File: src/rtl/csdf_split.sv
// Cyclo-static split actor: pops one tagged token and replays its payload NUM_OP times
// to every port of the flux selected by the tag, all-or-nothing per firing.
module csdf_split #(
    parameter  int DATA_WIDTH = 8,
    parameter  int FLUX       = 2,
    parameter  int PORTS      = 2,
    parameter  int NUM_OP     = 4,
    localparam int TAG_WIDTH  = $clog2(FLUX),
    localparam int WIDTH      = DATA_WIDTH + TAG_WIDTH,
    localparam int CNT_W      = (NUM_OP > 1) ? $clog2(NUM_OP) : 1,
    localparam int LANES      = FLUX * PORTS
) (
    input  logic                        clk,
    input  logic                        rst,
    input  logic                        in_empty,
    input  logic [WIDTH-1:0]            in_dout,
    output logic                        in_read,
    input  logic [LANES-1:0]            out_full,
    output logic [LANES-1:0]            out_write,
    output logic [LANES*DATA_WIDTH-1:0] out_din,
    output logic                        busy,
    output logic                        drop
);

    typedef enum logic {IDLE, EMIT} state_t;

    state_t                state_reg, state_next;
    logic [TAG_WIDTH-1:0]  h_tag_reg, h_tag_next;
    logic [DATA_WIDTH-1:0] h_data_reg, h_data_next;
    logic [CNT_W-1:0]      h_cnt_reg, h_cnt_next;
    logic                  drop_reg, drop_next;

    logic                  h_vld;
    logic [LANES-1:0]      lane_hit;
    logic                  blocked;
    logic                  fire;
    logic                  last;
    logic [TAG_WIDTH-1:0]  in_tag;
    logic                  tag_ok;

    assign h_vld  = (state_reg == EMIT);
    assign in_tag = in_dout[WIDTH-1:DATA_WIDTH];
    // One extra bit so the comparison also works when FLUX is a power of two.
    assign tag_ok = ({1'b0, in_tag} < (TAG_WIDTH+1)'(FLUX));

    genvar gi;
    generate
        for (gi = 0; gi < LANES; gi++) begin : g_lane
            assign lane_hit[gi]                          = (h_tag_reg == TAG_WIDTH'(gi / PORTS));
            assign out_write[gi]                         = fire & lane_hit[gi];
            assign out_din[gi*DATA_WIDTH +: DATA_WIDTH]  = lane_hit[gi] ? h_data_reg : '0;
        end
    endgenerate

    // Only the held flux's full flags matter; other fluxes never stall us.
    assign blocked = |(out_full & lane_hit);
    assign fire    = h_vld & ~blocked;
    assign last    = fire & (h_cnt_reg == '0);
    assign in_read = ~rst & ~in_empty & (~h_vld | last);
    assign busy    = h_vld;
    assign drop    = drop_reg;

    always_comb begin
        state_next  = state_reg;
        h_tag_next  = h_tag_reg;
        h_data_next = h_data_reg;
        h_cnt_next  = h_cnt_reg;
        drop_next   = 1'b0;
        if (in_read) begin
            if (tag_ok) begin
                state_next  = EMIT;
                h_tag_next  = in_tag;
                h_data_next = in_dout[DATA_WIDTH-1:0];
                h_cnt_next  = CNT_W'(NUM_OP - 1);
            end else begin
                state_next = IDLE;
                drop_next  = 1'b1;
            end
        end else if (fire) begin
            if (last) begin
                state_next = IDLE;
            end else begin
                h_cnt_next = h_cnt_reg - CNT_W'(1);
            end
        end
    end

    always_ff @(posedge clk) begin
        if (rst) begin
            state_reg  <= IDLE;
            h_tag_reg  <= '0;
            h_data_reg <= '0;
            h_cnt_reg  <= '0;
            drop_reg   <= 1'b0;
        end else begin
            state_reg  <= state_next;
            h_tag_reg  <= h_tag_next;
            h_data_reg <= h_data_next;
            h_cnt_reg  <= h_cnt_next;
            drop_reg   <= drop_next;
        end
    end

endmodule

File: config.mk
export PLATFORM = sky130hd
export DESIGN_NAME = csdf_split
export DESIGN_NICKNAME = d
export VERILOG_FILES = /design/src/rtl/csdf_split.sv
export SDC_FILE = /design/constraint.sdc
export NUM_CORES = 1
export LEC_CHECK = 0
export BUFFER_PORTS_ARGS = -buffer_cell sky130_fd_sc_hd__buf_4
export CORE_ASPECT_RATIO = 1.4
export CORE_MARGIN = 4
export CORE_UTILIZATION = 45
export DETAILED_ROUTE_END_ITERATION = 12
export PLACE_DENSITY = 0.79
export SETUP_SLACK_MARGIN = 0.2
export SYNTH_ARGS = -nofsm -noshare
export SYNTH_HDL_FRONTEND = slang
export SYNTH_SLANG_ARGS = --single-unit
File: constraint.sdc
create_clock -name clk -period 1.8 [get_ports clk]
set_input_delay 0 -clock clk [delete_from_list [all_inputs] [get_ports clk]]
set_output_delay 0 -clock clk [all_outputs]
set_load 0.05 [all_outputs]
==> results_dict.tcl <==
set metrics [dict create \
    hold_violations 2 \
    relSlewSlack_pct 51.9 \
    io_pins 55 \
    drv_slew 0 \
    core_mm2 0.00236 \
    cts.sink_count 12 \
    max_stage_delay_ns 0.36 \
    cellPowerDensity_mw_per_mm2 619 \
    timing.fmax_mhz 579 \
    syn_area_mm2 0.00111 \
    avgRoutedWirePerCell_um 15.8 \
    outcome "finished with violations" \
    violations "negative hold slack" \
    syn_inst 133 \
    htree_levels 1 \
    switchingPower_mw 0.432 \
    ys_async_sr_fraction_pct 0 \
    wirelength_mm 3.21 \
    diodes 0 \
    cp_data_arrival_time_ns 1.73 \
    cp-end-kind "output pin" \
    antenna_found_initial 0 \
    yosys_warnings 0 \
    cts_root_buf "clkbuf_4" \
    worst_clock_skew_ns 0.00346 \
    syn_avg_cell_area_um2 8.34 \
    p_comb_share_pct 51.0 \
    min_path_type "in -> reg" \
    crit_family "simple AND/OR/NAND/NOR gates" \
    seqPwrFrac_pct 32.0 \
    cp_num_buf_inv 3 \
    max_cap_violations 0 \
    r2r-start "h_cnt_reg[0]$_SDFFE_PP0P_" \
    hold_ws_ns -0.00303 \
    path_clk_slew_ns 0.08 \
    path_cells "inv_2 -> ha_4 -> nor4b_4 -> buf_6 -> or3_4 -> and2_4 -> buf_8" \
    grt_usage_pct 19.4 \
    syn_nets 150 \
    grt_max_degree 30 \
    p_clk_share_pct 17.0 \
    drt_pass1_iterations 4 \
    grt_first_pass_wirelength_mm 5.10 \
    setup_violations 0 \
    crit_fanout 3 \
    tightestPinTransition_ns 0.718 \
    overflow 0 \
    finalCriticalPeriod_ns 1.73 \
    drc 0 \
    swShare_pct 43.1 \
    drive_gt1_share_pct 55.8 \
    cts_buffer_depth 2 \
    yosys_register_bits 12 \
    r2r-end "h_tag_reg$_SDFFE_PP0P_" \
    yosysSeqAreaShare_pct 21.7 \
    fin_util_pct 68.5 \
    nNetsFinal 200 \
    crit_required_ns 1.80 \
    worstHoldStart "in_dout[3]" \
    r2r_slack_ns 0.09 \
    p_leak_nw 0.752 \
    ys_types 31 \
    largest_register_ff_count 8 \
    timing_worst_setup_path_type "reg -> out" \
    vias 1177 \
    synth_edf_count 0 \
    worstSetupPathDepth 7 \
    core.rowCount 21 \
    drt_iter0_drc 46 \
    gp_congestion 0.798 \
    cts_tree "built" \
    dpl.hpwl_mm 2.18 \
    synth_flop_cell "dfxtp_1" \
    hold_path_depth 3 \
    via_per_inst 5.77 \
    ir_drop_mv 0.390 \
    dieHeight_um 66.7 \
    cts_made_buffers 3 \
    finalCritPeriodShare_pct 95.9 \
    fp.dieW_um 49.9 \
    clk_latency_ns 0.28 \
    grt_pass1_vias 1164 \
    reg2regPathDepth 8 \
    min_to "h_data_reg[3]$_SDFFE_PP0P_" \
    syn2layout_area_growth_pct 46.0 \
    final_antenna_net_count 0 \
    port_buffers 53 \
    die-area_mm2 0.00333 \
    rsz0062_at_grt "true" \
    critPathLaunchType "flip-flop" \
    tns_ns 0 \
    initial_core_util_pct 46.9 \
    slowest_stage "or3_4" \
    p_int_mw 0.570 \
]
[metrics by stage]
stage | total power [mW] | cell area [um2] | setup WS (ns) | cells
2_1_floorplan | 0.660 | 1140 | 0.0673 | 133
3_5_place_dp | 0.770 | 1410 | 0.0446 | 185
6_report | 1.00 | 1620 | 0.0743 | 204
4_1_cts | 0.987 | 1590 | 0.0653 | 202
5_1_grt | 1.05 | 1620 | 0.0314 | 204
3_3_place_gp | 0.758 | 1410 | 0.126 | 185
[layout by cell type (no fill, tap or decap), types with 3 or more instances in the layout]
| cell type | count |
|---|---|
| buf_4 | 62 |
| nand2_1 | 16 |
| nor2b_1 | 9 |
| and2_2 | 8 |
| and3b_1 | 8 |
| a31oi_1 | 8 |
| or4_1 | 8 |
| o311ai_2 | 8 |
| dfxtp_1 | 8 |
| dlygate4sd3_1 | 7 |
| dfxtp_2 | 4 |
| clkbuf_4 | 3 |
[power by group through the flow]
stage / Clock, mW / Sequential (mW) / Combinational [mW]
2_1_floorplan: 0 / 0.318 / 0.342
3_3_place_gp: 0 / 0.324 / 0.435
3_5_place_dp: 0 / 0.325 / 0.445
4_1_cts: 0.172 / 0.320 / 0.494
5_1_grt: 0.182 / 0.326 / 0.539
6_report: 0.170 / 0.321 / 0.511
[Yosys cell counts, types with 2 or more instances]
cell | n | area, um2
buf_4 | 19 | 143
nand2_1 | 16 | 60.1
dfxtp_1 | 12 | 240
and2_1 | 9 | 56.3
nor2b_1 | 9 | 56.3
a31oi_1 | 8 | 50.1
and3b_1 | 8 | 70.1
o311ai_2 | 8 | 130
or4_1 | 8 | 60.1
clkbuf_1 | 7 | 26.3
a31o_2 | 3 | 26.3
inv_1 | 3 | 11.3
a2111oi_0 | 2 | 17.5
a311oi_1 | 2 | 17.5
nor2_1 | 2 | 7.51
nor3_1 | 2 | 10.0
[tightest hold or removal path, cell delays in order]
cell and delay (ns):
buf_4 0.09, a31oi_1 0.09, o311ai_2 0.07
[how the worst max path moves through the flow]
stage	start	endpoint	slack, ns
final	h_cnt_reg[0]$_SDFFE_PP0P_	in_read	0.07
after floorplan	h_tag_reg$_SDFFE_PP0P_	out_write[1]	0.07
after global placement	h_cnt_reg[0]$_SDFFE_PP0P_	in_read	0.13
after CTS	h_cnt_reg[0]$_SDFFE_PP0P_	in_read	0.07
after detailed placement	h_cnt_reg[0]$_SDFFE_PP0P_	in_read	0.04
after global routing	h_cnt_reg[0]$_SDFFE_PP0P_	in_read	0.03
[cells by family after synthesis]
| kind of cell | share of synthesized area (%) |
|---|---|
| simple gates | 35.8 |
| buf+inv | 17.0 |
| compound gates | 24.0 |
| flops | 21.7 |
| fa+ha+maj | 1.13 |
| other cells | 0.338 |
[repair_timing]
| item | 4_1_cts | 5_1_grt |
|---|---|---|
| buffers inserted | 7 | 2 |
| endpoints found under the hold margin | 7 | 0 |
| hold buffers | 7 | 0 |
| pin swaps | 2 | 3 |
| setup endpoints to repair | 12 | 10 |
| resized for setup | 12 | 2 |
[final cells by class]
cell class | count | area (um2)
timing repair buffer | 72 | 573
clock buffer | 3 | 22.5
multi-input combinational | 90 | 734
fill | 202 | 746
inverter | 4 | 15.0
sequential | 12 | 245
tap | 23 | 28.8
[routing by layer]
layer  GRT usage, %  vias to the layer above  wire, um
li1               -                      569         -
met1           20.2                      562      1220
met2           37.6                       41      1770
met3           3.58                        5       189
met4           7.61                        0        36
met5              0                        -         0
Note: power is estimated with default switching activity, not from simulation.
